[config.mk]
export PLATFORM = sky130hd
export DESIGN_NAME = hazard_ctrl
export DESIGN_NICKNAME = d
export VERILOG_FILES = /design/src/rtl/riscv_pkg.sv /design/src/rtl/opcode_class.sv /design/src/rtl/hazard_ctrl.sv
export SDC_FILE = /design/constraint.sdc
export NUM_CORES = 1
export LEC_CHECK = 0
export CAP_MARGIN = 20
export CORE_MARGIN = 2
export CORE_UTILIZATION = 32
export CTS_CLUSTER_DIAMETER = 200
export DETAILED_ROUTE_END_ITERATION = 10
export GPL_TIMING_DRIVEN = 0
export PLACE_DENSITY = 0.68
export RECOVER_POWER = 50
export SLEW_MARGIN = 20
export SYNTH_ARGS = -nofsm -noshare
export SYNTH_HDL_FRONTEND = slang
export SYNTH_SLANG_ARGS = --single-unit
[constraint.sdc]
create_clock -name clk -period 2.3 [get_ports clk]
set_input_delay 0.575 -clock clk [delete_from_list [all_inputs] [get_ports clk]]
set_output_delay 0.575 -clock clk [all_outputs]
set_load 0.02 [all_outputs]
[src/rtl/riscv_pkg.sv]
// Shared RV32 pipeline definitions: opcode constants, shadow-entry layout and the
// opcode classification helper used by the hazard controller.
package riscv_pkg;

    localparam logic [6:0] OP_R      = 7'b0110011;
    localparam logic [6:0] OP_IMM    = 7'b0010011;
    localparam logic [6:0] OP_LOAD   = 7'b0000011;
    localparam logic [6:0] OP_STORE  = 7'b0100011;
    localparam logic [6:0] OP_LUI    = 7'b0110111;
    localparam logic [6:0] OP_AUIPC  = 7'b0010111;
    localparam logic [6:0] OP_JAL    = 7'b1101111;
    localparam logic [6:0] OP_JALR   = 7'b1100111;
    localparam logic [6:0] OP_BRANCH = 7'b1100011;

    localparam int unsigned FWD_REGFILE = 0;

    // Register addresses are zero-extended into this field, so REG_AW must not exceed it.
    localparam int unsigned SHADOW_AW = 8;

    typedef struct packed {
        logic                 valid;
        logic [SHADOW_AW-1:0] rd;
        logic                 wr;
        logic                 is_load;
    } shadow_entry_t;

    typedef struct packed {
        logic writes_rd;
        logic is_load;
        logic uses_rs1;
        logic uses_rs2;
    } op_class_t;

    function automatic op_class_t classify(input logic [6:0] op);
        op_class_t c;
        c.writes_rd = 1'b0;
        c.is_load   = 1'b0;
        c.uses_rs1  = 1'b1;
        c.uses_rs2  = 1'b0;
        case (op)
            OP_R: begin
                c.writes_rd = 1'b1;
                c.uses_rs2  = 1'b1;
            end
            OP_IMM:   c.writes_rd = 1'b1;
            OP_LOAD: begin
                c.writes_rd = 1'b1;
                c.is_load   = 1'b1;
            end
            OP_LUI, OP_AUIPC, OP_JAL: begin
                c.writes_rd = 1'b1;
                c.uses_rs1  = 1'b0;
            end
            OP_JALR:  c.writes_rd = 1'b1;
            OP_STORE, OP_BRANCH: c.uses_rs2 = 1'b1;
            default: ;
        endcase
        return c;
    endfunction

endpackage

[src/rtl/opcode_class.sv]
// Combinational opcode decoder: which operands an instruction reads, whether it
// writes a register, and whether it is a load.
module opcode_class
    import riscv_pkg::*;
(
    input  logic [6:0] opcode_i,
    output logic       writes_rd_o,
    output logic       is_load_o,
    output logic       uses_rs1_o,
    output logic       uses_rs2_o
);

    op_class_t cls;

    always_comb begin
        cls         = classify(opcode_i);
        writes_rd_o = cls.writes_rd;
        is_load_o   = cls.is_load;
        uses_rs1_o  = cls.uses_rs1;
        uses_rs2_o  = cls.uses_rs2;
    end

endmodule

[src/rtl/hazard_ctrl.sv]
// Stateful pipeline hazard controller: shadow pipeline of in-flight destinations driving
// forwarding selects, load-use interlocks, redirect flushes and memory-wait freezes.
// Optional performance counters are built when HAZARD_PERF_EN is defined.
module hazard_ctrl
    import riscv_pkg::*;
#(
    parameter int unsigned REG_AW       = 5,
    parameter int unsigned DEPTH        = 3,
    parameter int unsigned LOAD_FWD_MIN = 2
) (
    input  logic                       clk,
    input  logic                       rst_n,
    input  logic                       id_valid,
    input  logic [6:0]                 id_opcode,
    input  logic [REG_AW-1:0]          id_rd,
    input  logic [REG_AW-1:0]          id_rs1,
    input  logic [REG_AW-1:0]          id_rs2,
    input  logic                       ex_redirect,
    input  logic                       mem_stall,
    output logic                       stall_if_id,
    output logic                       bubble_id_ex,
    output logic                       flush_if_id,
    output logic [$clog2(DEPTH+1)-1:0] fwd_sel_rs1,
    output logic [$clog2(DEPTH+1)-1:0] fwd_sel_rs2,
    output logic                       ex_fwd_valid
`ifdef HAZARD_PERF_EN
    ,
    output logic [31:0]                perf_stall_cnt,
    output logic [31:0]                perf_flush_cnt
`endif
);

    localparam int unsigned SELW = $clog2(DEPTH + 1);

    logic id_writes_rd;
    logic id_is_load;
    logic id_uses_rs1;
    logic id_uses_rs2;

    opcode_class u_opcode_class (
        .opcode_i    (id_opcode),
        .writes_rd_o (id_writes_rd),
        .is_load_o   (id_is_load),
        .uses_rs1_o  (id_uses_rs1),
        .uses_rs2_o  (id_uses_rs2)
    );

    shadow_entry_t   shadow_q [DEPTH];
    shadow_entry_t   entry_d;
    logic [SELW-1:0] fwd_rs1_q;
    logic [SELW-1:0] fwd_rs2_q;
    logic [SELW-1:0] fwd_rs1_d;
    logic [SELW-1:0] fwd_rs2_d;
    logic            ex_valid_q;

    logic                 chk_rs1;
    logic                 chk_rs2;
    logic [SHADOW_AW-1:0] rs1_ext;
    logic [SHADOW_AW-1:0] rs2_ext;
    logic                 ld_rs1;
    logic                 ld_rs2;
    logic                 load_use;
    logic                 kill;
    logic                 stall_c;
    logic                 bubble_c;
    logic                 flush_c;

    assign chk_rs1 = id_valid && id_uses_rs1 && (id_rs1 != '0);
    assign chk_rs2 = id_valid && id_uses_rs2 && (id_rs2 != '0);
    assign rs1_ext = SHADOW_AW'(id_rs1);
    assign rs2_ext = SHADOW_AW'(id_rs2);

    // Scanning oldest-to-youngest lets the youngest producer overwrite older matches.
    always_comb begin
        fwd_rs1_d = '0;
        fwd_rs2_d = '0;
        ld_rs1    = 1'b0;
        ld_rs2    = 1'b0;
        for (int unsigned k = DEPTH; k > 0; k--) begin
            if (chk_rs1 && shadow_q[k-1].valid && shadow_q[k-1].wr &&
                shadow_q[k-1].rd == rs1_ext) begin
                fwd_rs1_d = SELW'(k);
                ld_rs1    = shadow_q[k-1].is_load;
            end
            if (chk_rs2 && shadow_q[k-1].valid && shadow_q[k-1].wr &&
                shadow_q[k-1].rd == rs2_ext) begin
                fwd_rs2_d = SELW'(k);
                ld_rs2    = shadow_q[k-1].is_load;
            end
        end
    end

    assign load_use = (ld_rs1 && (32'(fwd_rs1_d) < LOAD_FWD_MIN)) ||
                      (ld_rs2 && (32'(fwd_rs2_d) < LOAD_FWD_MIN));

    // mem_stall outranks everything; a held redirect is acted on once the freeze lifts.
    always_comb begin
        stall_c  = 1'b0;
        bubble_c = 1'b0;
        flush_c  = 1'b0;
        if (!rst_n) begin
            stall_c = 1'b0;
        end else if (mem_stall) begin
            stall_c = 1'b1;
        end else if (ex_redirect) begin
            flush_c  = 1'b1;
            bubble_c = 1'b1;
        end else if (load_use) begin
            stall_c  = 1'b1;
            bubble_c = 1'b1;
        end
    end

    assign kill = bubble_c || ex_redirect || !id_valid;

    always_comb begin
        entry_d = '0;
        if (!kill) begin
            entry_d.valid   = 1'b1;
            entry_d.rd      = SHADOW_AW'(id_rd);
            entry_d.wr      = id_writes_rd && (id_rd != '0);
            entry_d.is_load = id_is_load;
        end
    end

    always_ff @(posedge clk or negedge rst_n) begin
        if (!rst_n) begin
            for (int unsigned k = 0; k < DEPTH; k++) begin
                shadow_q[k] <= '0;
            end
            fwd_rs1_q  <= '0;
            fwd_rs2_q  <= '0;
            ex_valid_q <= 1'b0;
        end else if (!mem_stall) begin
            for (int unsigned k = 1; k < DEPTH; k++) begin
                shadow_q[k] <= shadow_q[k-1];
            end
            shadow_q[0] <= entry_d;
            fwd_rs1_q   <= kill ? '0 : fwd_rs1_d;
            fwd_rs2_q   <= kill ? '0 : fwd_rs2_d;
            ex_valid_q  <= !kill;
        end
    end

    assign stall_if_id  = stall_c;
    assign bubble_id_ex = bubble_c;
    assign flush_if_id  = flush_c;
    assign fwd_sel_rs1  = fwd_rs1_q;
    assign fwd_sel_rs2  = fwd_rs2_q;
    assign ex_fwd_valid = ex_valid_q;

`ifdef HAZARD_PERF_EN
    logic [31:0] perf_stall_q;
    logic [31:0] perf_flush_q;
    logic        stall_evt;
    logic        flush_evt;

    assign stall_evt = mem_stall || (load_use && !ex_redirect);
    assign flush_evt = ex_redirect && !mem_stall;

    always_ff @(posedge clk or negedge rst_n) begin
        if (!rst_n) begin
            perf_stall_q <= '0;
            perf_flush_q <= '0;
        end else begin
            if (stall_evt && (perf_stall_q != '1)) begin
                perf_stall_q <= perf_stall_q + 32'd1;
            end
            if (flush_evt && (perf_flush_q != '1)) begin
                perf_flush_q <= perf_flush_q + 32'd1;
            end
        end
    end

    assign perf_stall_cnt = perf_stall_q;
    assign perf_flush_cnt = perf_flush_q;
`endif

endmodule

==> results.sh, run 1 <==
export IMPL_status="finished, violations left"
export IMPL_violations="setup timing"
export IMPL_dp_hpwl_um=3170
export IMPL_worst_slack_ps=-582
export IMPL_critPathCaptureType="primary output"
export IMPL_htree_levels=1
export IMPL_grt_max_degree=19
export IMPL_rsz0062_at_grt="yes"
export IMPL_fin_crit_ps=2880
export IMPL_via_per_inst=4.97
export IMPL_tightest_slew_ps=971
export IMPL_final_seq_area_um2=703
export IMPL_synth_warning_count=0
export IMPL_multiInputGateArea_um2=1110
export IMPL_post_drt_wl_per_cell_um=15.1
export IMPL_drive_gt1_share_pct=30.6
export IMPL_die_h_um=76.6
export IMPL_path_clk_slew_ps=100
export IMPL_track_usage_pct=15.8
export IMPL_finalPower_w=0.00118
export IMPL_synthCells=169
export IMPL_first_pass_iters=4
export IMPL_cp_start_kind="flip-flop"
export IMPL_drtIter0Drc=94
export IMPL_setup_viol=3
export IMPL_startpoint="shadow_q[24]"
export IMPL_crit_type="flip-flop to primary output"
export IMPL_grt_pass1_wl_um=7450
export IMPL_io_buffers=34
export IMPL_synth_top_area_share_pct=41.5
export IMPL_via_count=1436
export IMPL_cts_root_buf="clkbuf_8"
export IMPL_cts_num_sinks=28
export IMPL_post_place_cells=274
export IMPL_worst_path_max_delay_cell="dfrtp_2"
export IMPL_finClkSkew_ps=5.14
export IMPL_yosys_area_top_type="dfrtp_1"
export IMPL_antenna_cells=0
export IMPL_routed_wl_um=4350
export IMPL_async_reset_ff_share_pct=100
export IMPL_drv_slew=0
export IMPL_p_leak_nw=0.993
export IMPL_nNetsFinal=247
export IMPL_dpl_cell_area_um2=2170
export IMPL_yosysUniqueCellTypes=36
export IMPL_die_x_um=76.6
export IMPL_clockBufferDepth=2
export IMPL_period_share_pct=125
export IMPL_start_util_pct=33.0
export IMPL_grt_pass1_vias=1512
export IMPL_ant_nets=0
export IMPL_path_cells="xor2_2, nor4_2, nand4_1, mux2i_2, nor3b_4, o311a_4, buf_6"
export IMPL_fillers=497
export IMPL_layoutNonFillerInstCount=289
export IMPL_timing_final_hold_violations=0
export IMPL_cts_tree="built"
export IMPL_rr_startpoint="shadow_q[24]"
export IMPL_num_rows=26
export IMPL_ys_dominant_reg_cell="dfrtp_1"
export IMPL_synth_ff_latch_count=28
export IMPL_slowest_delay_ps=450
export IMPL_cap_violations=0
export IMPL_dp_slack_ps=-1390
export IMPL_fin_util_pct=47.6
export IMPL_antenna_found_initial=0
export IMPL_drc=0
export IMPL_hp_class="input port to asynchronous set/reset pin"
export IMPL_crit_required_ps=1730
export IMPL_synth_edf_count=0
export IMPL_gp_congestion=0.820
export IMPL_crit_fanout=4
export IMPL_io_pins=35
export IMPL_crit_arrival_ps=2310
export IMPL_yosysSeqAreaShare_pct=41.5
export IMPL_worstSkewPairLatency_ps=280
export IMPL_synth_cells_most_frequent="dfrtp_1, nand2_1, mux2_2, xor2_1, xnor2_1"
export IMPL_slew_headroom_pct=35.3
export IMPL_stdcell_area_um2=2430
export IMPL_ys_top_cells_by_area="dfrtp_1, mux2_2, xor2_1"
export IMPL_core_um2=5110
export IMPL_avgSynthCellArea_um2=9.99
export IMPL_syn_area_um2=1690
export IMPL_max_vdd_ir_drop_mv=0.216
export IMPL_max_freq_ghz=0.347
export IMPL_gr_total_overflow=0
export IMPL_dieArea_um2=5870
export IMPL_holdBufCountCts=0
export IMPL_power_density_nw_per_um2=488
export IMPL_syn_nets=196
export IMPL_area_growth_pct=43.9
export IMPL_cts_buffers=3
==> worst max-delay path: cells and delay by family (launching register included) <==
| kind | cells | cell delay, ps |
|---|---|---|
| AND/OR/NAND/NOR | 3 | 630 |
| flip-flops | 1 | 450 |
| multiplexers | 1 | 340 |
| AO/OA/AOI/OAI | 1 | 310 |
| XOR/XNOR | 1 | 170 |
| buffers and inverters | 1 | 130 |
==> per-stage QoR <==
stage | TNS [ps] | hold WS [ps]
2_1_floorplan | -288 | 279
3_3_place_gp | -14900 | 456
3_5_place_dp | -10700 | 459
4_1_cts | -1190 | 219
5_1_grt | -1970 | 497
6_report | -1380 | 412
==> state kept, by name, summed over array words and instances, names as in the netlist <==
register and count:
fwd_sel_rs1 2, shadow_q 24, fwd_sel_rs2 2
==> cell usage in the layout (no fill, tap or decap), drive strengths merged, types with 3 or more instances in the layout <==
cell,n
o311a,3
buf,22
nor3,5
dfrtp,28
inv,3
nand3,6
nor2,6
dlygate4sd2,4
mux2,16
o21ai,12
or4,3
clkbuf,7
clkdlybuf4s50,17
xor2,16
nand4,4
xnor2,14
nand2,28
==> kinds of logic (layout without fill, tap and decap cells) <==
group | count (synthesis) | after routing | share of synthesized area, %
xor+xnor | 30 | 30 | 15.6
compound gates | 24 | 24 | 11.3
flops | 28 | 28 | 41.5
simple gates | 64 | 64 | 19.0
mux | 17 | 17 | 11.3
buf+inv | 6 | 56 | 1.33
==> routing by layer <==
metal  track usage (%)  routed length, um  vias up
met5                 0                  0        -
met4              4.73                 73        0
met3              3.20                162        6
met2              27.8               2200       24
met1              19.4               1910      701
li1                  -                  -      705
==> repair_timing <==
action | in CTS | in global routing
resized for setup | 72 | 12
endpoints found under the setup margin | 15 | 13
buffers inserted | 7 | 5
pin swaps | 11 | 8
hold endpoints to repair | 0 | 0
gates cloned | 0 | 0
==> final timing paths <==
kind,slack (ps),endpoint,cells past startpoint
max in group asynchronous,1230,shadow_q[25],1
min,410,shadow_q[2],1
max reg2reg,100,shadow_q[24],9
min in group clk,480,fwd_sel_rs2[1],2
max,-580,bubble_id_ex,7
min reg2reg,480,fwd_sel_rs2[1],2
==> cell type report <==
class                      count  share of cell area [%]
multi-input combinational    135                    45.9
inverter                       3                   0.464
clock buffer                   3                    1.70
sequential                    28                    29.0
tap                           70                    3.61
buffer                         3                   0.773
clock inverter                 1                    1.24
timing repair buffer          46                    17.4
==> report_power, final <==
| group | switching [W] | internal [W] |
|---|---|---|
| sequential | 0.0000306 | 0.000519 |
| clock | 0.000163 | 0.000233 |
| combinational | 0.000115 | 0.000123 |
| total | 0.000309 | 0.000875 |
Note: power is estimated with default switching activity, not from simulation.
==> inputs of run 2 (changes only) <==
- CORE_MARGIN: 2 -> unset
==> run 2 against run 1 <==
Routed wire length is 1.6% lower. Largest cell class unchanged. Largest power group unchanged. Combinational power fell by 3%. Core utilization shrank 0.59 points. Die area down 5.2%. Setup slack worse by 30 ps. The flow still finishes with violations (setup timing). Non-clock buffer count up 4.
==> results.sh, run 2 (synthesis gave the netlist of run 1 again) <==
export IMPL_final_cell_mix="nand2_1, dfrtp_1, clkdlybuf4s50_1"
export IMPL_timing_final_hold_violations=0
export IMPL_cap_violations=0
export IMPL_critPathCaptureType="primary output"
export IMPL_ant_nets=0
export IMPL_track_usage_pct=16.5
export IMPL_period_share_pct=127
export IMPL_pwr_share_clk_pct=28.0
export IMPL_crit_required_ps=1730
export IMPL_grt_pass1_vias=1372
export IMPL_gr_total_overflow=0
export IMPL_p_leak_nw=0.987
export IMPL_htree_levels=1
export IMPL_drtIter0Drc=113
export IMPL_final_seq_area_um2=703
export IMPL_post_drt_wl_per_cell_um=14.6
export IMPL_slew_headroom_pct=32.0
export IMPL_die_x_um=74.6
export IMPL_routed_wl_um=4280
export IMPL_max_vdd_ir_drop_mv=0.300
export IMPL_cp_num_buf_inv=2
export IMPL_tightest_slew_ps=1020
export IMPL_crit_type="flip-flop to primary output"
export IMPL_pwr_share_comb_pct=21.4
export IMPL_antenna_found_initial=0
export IMPL_reg2reg_depth=9
export IMPL_fillers=477
export IMPL_grt_pass1_wl_um=6760
export IMPL_layout_commonest_cell="nand2_1"
export IMPL_path_cells="xor2_1, nor4_2, nand4_1, mux2i_2, nor3b_4, buf_4, o311a_4, buf_6"
export IMPL_ff2ff_setup_slack_ps=150
export IMPL_rr_startpoint="shadow_q[28]"
export IMPL_crit_fanout=2
export IMPL_fin_util_pct=47.0
export IMPL_drive_gt1_share_pct=29.6
export IMPL_intPower_w=0.000794
export IMPL_regMostFlops="shadow_q"
export IMPL_max_freq_ghz=0.343
export IMPL_cts_num_sinks=28
export IMPL_grt_max_degree=18
export IMPL_io_buffers=34
export IMPL_slowest_delay_ps=430
export IMPL_core_um2=5110
export IMPL_via_per_inst=4.96
export IMPL_antenna_cells=0
export IMPL_multiInputGateArea_um2=1070
export IMPL_setup_viol=3
export IMPL_finClkSkew_ps=5.09
export IMPL_dieArea_um2=5570
export IMPL_worst_path_max_delay_cell="dfrtp_2"
export IMPL_cts_tree="built"
export IMPL_fin_crit_ps=2910
export IMPL_power_share_switching_pct=26.8
export IMPL_gp_congestion=0.843
export IMPL_dp_hpwl_um=3210
export IMPL_cts_root_buf="clkbuf_8"
export IMPL_cp_start_kind="flip-flop"
export IMPL_stdcell_area_um2=2400
export IMPL_worst_slack_ps=-613
export IMPL_r2r_end="shadow_q[23]"
export IMPL_pwr_share_seq_pct=50.6
export IMPL_status="finished, violations left"
export IMPL_clockBufferDepth=2
export IMPL_switching_power_w=0.000291
export IMPL_power_density_nw_per_um2=452
export IMPL_violations="setup timing"
export IMPL_rsz0062_at_grt="yes"
export IMPL_cts_buffers=3
export IMPL_io_pins=35
export IMPL_start_util_pct=33.0
export IMPL_via_count=1452
export IMPL_drc=0
export IMPL_nNetsFinal=251
export IMPL_drv_slew=0
export IMPL_num_rows=26
export IMPL_path_clk_slew_ps=90
export IMPL_area_growth_pct=42.1
export IMPL_dpl_cell_area_um2=2170
export IMPL_crit_arrival_ps=2340
export IMPL_path_depth=8
export IMPL_first_pass_iters=4
export IMPL_crit_family="simple AND/OR/NAND/NOR gates"
export IMPL_die_h_um=74.6
export IMPL_hp_class="input port to asynchronous set/reset pin"
export IMPL_largest_register_ffs=24
export IMPL_worstSkewPairLatency_ps=280
-- run 2: changes by cell type in the layout (fill, tap and decap cells not counted), moves of 2 or more --
cell and delta:
o21ai_0 +2, o21ai_1 -2, buf_4 +5, clkdlybuf4s15_2 +2, clkdlybuf4s50_1 +3
-- run 2: power by group through the flow --
| stage | Clock, W | Sequential, W | Combinational, W |
|---|---|---|---|
| floorplan | 0 | 0.000553 | 0.000109 |
| global placement | 0 | 0.000559 | 0.000208 |
| detailed placement | 0 | 0.000560 | 0.000216 |
| CTS | 0.000306 | 0.000549 | 0.000231 |
| global route | 0.000332 | 0.000554 | 0.000252 |
| finish | 0.000304 | 0.000549 | 0.000232 |
-- run 2: what timing repair did --
item | CTS | global route
endpoints found under the hold margin | 0 | 0
resized for setup | 61 | 5
setup endpoints to repair | 15 | 13
pin swaps | 12 | 2
buffers inserted | 12 | 3
cloned | 0 | 0
hold buffers | 0 | 0
-- run 2: how the worst max path moves through the flow --
stage,start,to,slack (ps)
final,shadow_q[28],bubble_id_ex,-610
after floorplan,id_rs1[1],bubble_id_ex,-140
after global routing,shadow_q[28],bubble_id_ex,-760
after detailed placement,id_rs2[2],stall_if_id,-1440
after global placement,rst_n,stall_if_id,-1410
after CTS,shadow_q[28],bubble_id_ex,-600
-- run 2: layout make-up --
cell class | instances | area share [%]
multi-input cells | 135 | 44.5
flip-flops and latches | 28 | 29.3
repair buffers | 50 | 18.9
well taps | 70 | 3.65
clock buffers | 4 | 2.30
plain buffers | 3 | 0.782
inverters | 3 | 0.469
-- run 2: metal layers --
metal	GRT usage [%]	routed length, um
met5	0	0
met4	3.98	112
met3	3.75	137
met2	28.0	2120
met1	21.5	1910
-- run 2: metrics by stage --
| step | power, W | instances | setup WS (ps) | TNS (ps) | hold WS [ps] |
|---|---|---|---|---|---|
| after floorplan | 0.000662 | 169 | -144 | -288 | 279 |
| after CTS | 0.00109 | 290 | -596 | -1160 | 237 |
| final | 0.00108 | 293 | -613 | -1490 | 442 |
| after global placement | 0.000768 | 273 | -1410 | -14810 | 455 |
| after detailed placement | 0.000776 | 274 | -1440 | -10560 | 476 |
| after global routing | 0.00114 | 293 | -758 | -1980 | 518 |
==> inputs of run 3 (changes only) <==
- MAX_ROUTING_LAYER: unset -> met4
==> run 3 against run 2 <==
The flow still finishes with violations (setup timing). Fmax up 0.93%. Count of clock-buffer cells in the layout unchanged. Sequential power about the same. Global-route usage up 0.61 points. Largest cell class unchanged.
==> results.sh, run 3 (synthesis gave the netlist of run 1 again) <==
export IMPL_io_buffers=34
export IMPL_critPathCaptureType="primary output"
export IMPL_area_growth_pct=42.6
export IMPL_clockBufferDepth=2
export IMPL_io_pins=35
export IMPL_cts_buffers=3
export IMPL_path_cells="buf_4, xor2_2, nor4_2, nand4_1, mux2i_2, nor3b_4, buf_4, o311a_4, buf_6"
export IMPL_drv_slew=0
export IMPL_slowest_delay_ps=310
export IMPL_crit_arrival_ps=2310
export IMPL_violations="setup timing"
export IMPL_path_depth=9
export IMPL_die_x_um=74.6
export IMPL_worst_path_max_delay_cell="mux2i_2"
export IMPL_p_leak_nw=0.990
export IMPL_dpl_cell_area_um2=2170
export IMPL_grt_pass1_wl_um=6790
export IMPL_first_pass_iters=4
export IMPL_layout_commonest_cell="nand2_1"
export IMPL_cts_num_sinks=28
export IMPL_gr_total_overflow=0
export IMPL_hp_class="input port to asynchronous set/reset pin"
export IMPL_rr_startpoint="shadow_q[24]"
export IMPL_path_common_cell="buf_4"
export IMPL_via_count=1427
export IMPL_intPower_w=0.000798
export IMPL_crit_required_ps=1730
export IMPL_cp_start_kind="input port"
export IMPL_tightest_slew_ps=1020
export IMPL_slew_headroom_pct=31.8
export IMPL_status="finished, violations left"
export IMPL_timing_final_hold_violations=0
export IMPL_antenna_cells=0
export IMPL_rsz0062_at_grt="yes"
export IMPL_regMostFlops="shadow_q"
export IMPL_dp_slack_ps=-1440
export IMPL_fin_crit_ps=2890
export IMPL_worstSkewPairLatency_ps=280
export IMPL_cp_endpoint="bubble_id_ex"
export IMPL_track_usage_pct=17.2
export IMPL_ff2ff_setup_slack_ps=-130
export IMPL_max_vdd_ir_drop_mv=0.302
export IMPL_startpoint="id_rs2[0]"
export IMPL_fin_hold_ws_ps=440
export IMPL_cap_violations=0
export IMPL_stdcell_area_um2=2410
export IMPL_crit_fanout=4
export IMPL_cp_num_buf_inv=3
export IMPL_setup_viol=13
export IMPL_crit_type="input port to primary output"
export IMPL_reg2reg_depth=8
export IMPL_holdBufCountCts=0
export IMPL_pwr_share_seq_pct=50.2
export IMPL_crit_family="simple AND/OR/NAND/NOR gates"
export IMPL_pwr_share_clk_pct=28.2
export IMPL_gp_congestion=0.856
export IMPL_r2r_end="shadow_q[25]"
export IMPL_finClkSkew_ps=6.32
export IMPL_path_clk_slew_ps=100
export IMPL_cts_tree="built"
export IMPL_switching_power_w=0.000297
export IMPL_grt_max_degree=18
export IMPL_drtIter0Drc=88
export IMPL_via_per_inst=4.87
export IMPL_max_freq_ghz=0.347
export IMPL_num_rows=26
export IMPL_post_place_cells=274
export IMPL_worst_slack_ps=-586
export IMPL_dieArea_um2=5570
export IMPL_layoutNonFillerInstCount=293
export IMPL_final_cell_mix="nand2_1, dfrtp_1, clkdlybuf4s50_1"
export IMPL_start_util_pct=33.0
export IMPL_nNetsFinal=251
export IMPL_drive_gt1_share_pct=30.9
export IMPL_fin_util_pct=47.1
export IMPL_drc=0
export IMPL_power_density_nw_per_um2=455
export IMPL_grt_pass1_vias=1371
export IMPL_antenna_found_initial=0
export IMPL_largest_register_ffs=24
export IMPL_period_share_pct=125
export IMPL_routed_wl_um=4340
export IMPL_die_h_um=74.6
export IMPL_ant_nets=0
export IMPL_cts_root_buf="clkbuf_8"
export IMPL_post_drt_wl_per_cell_um=14.8
export IMPL_htree_levels=1
export IMPL_power_share_switching_pct=27.1
export IMPL_core_um2=5110
export IMPL_dp_hpwl_um=3210
export IMPL_pwr_share_comb_pct=21.6
## run 3: cell types whose count changed in the layout (fill, tap and decap cells not counted), sizes merged
cell	previous run	this run
clkbuf	7	6
buf	24	25
## run 3: cell type report
| class | count | area (um^2) |
|---|---|---|
| buffer | 3 | 18.8 |
| clock buffer | 4 | 55.1 |
| fill | 478 | 2700 |
| inverter | 3 | 11.3 |
| multi-input combinational | 135 | 1070 |
| sequential | 28 | 704 |
| tap | 70 | 87.6 |
| timing repair buffer | 50 | 460 |
## run 3: worst min path at each step
stage / to / slack [ps] / cells past startpoint
after global placement: fwd_sel_rs2[1] / 460 / 2
after CTS: shadow_q[17] / 240 / 1
final: shadow_q[17] / 440 / 1
after floorplan: fwd_sel_rs1[0] / 280 / 0
after global routing: shadow_q[17] / 520 / 1
after detailed placement: fwd_sel_rs1[0] / 480 / 2
## run 3: timing repair
action / 4_1_cts / 5_1_grt
buffers inserted: 12 / 3
pin swaps: 12 / 5
endpoints found under the setup margin: 15 / 13
resized for setup: 61 / 8
## run 3: per-stage QoR
stage / total power [W] / setup TNS (ps)
2_1_floorplan: 0.000662 / -288
3_3_place_gp: 0.000768 / -14810
3_5_place_dp: 0.000776 / -10560
4_1_cts: 0.00109 / -1160
5_1_grt: 0.00114 / -5200
6_report: 0.00109 / -2310
## run 3: power by group through the flow
stage	Clock, W	Sequential, W	Combinational, W
floorplan	0	0.000553	0.000109
global placement	0	0.000559	0.000208
detailed placement	0	0.000560	0.000216
CTS	0.000306	0.000549	0.000231
global route	0.000334	0.000554	0.000256
finish	0.000309	0.000550	0.000236
## run 3: metal layers
layer | wire length [um] | vias to the layer above | global-route usage [%] | share of wire (%)
met5 | 0 | - | - | 0
met4 | 54 | 0 | 3.98 | 1.2
met3 | 160 | 6 | 3.75 | 3.7
met2 | 2190 | 35 | 27.9 | 51
met1 | 1930 | 677 | 21.8 | 45
li1 | - | 709 | - | -
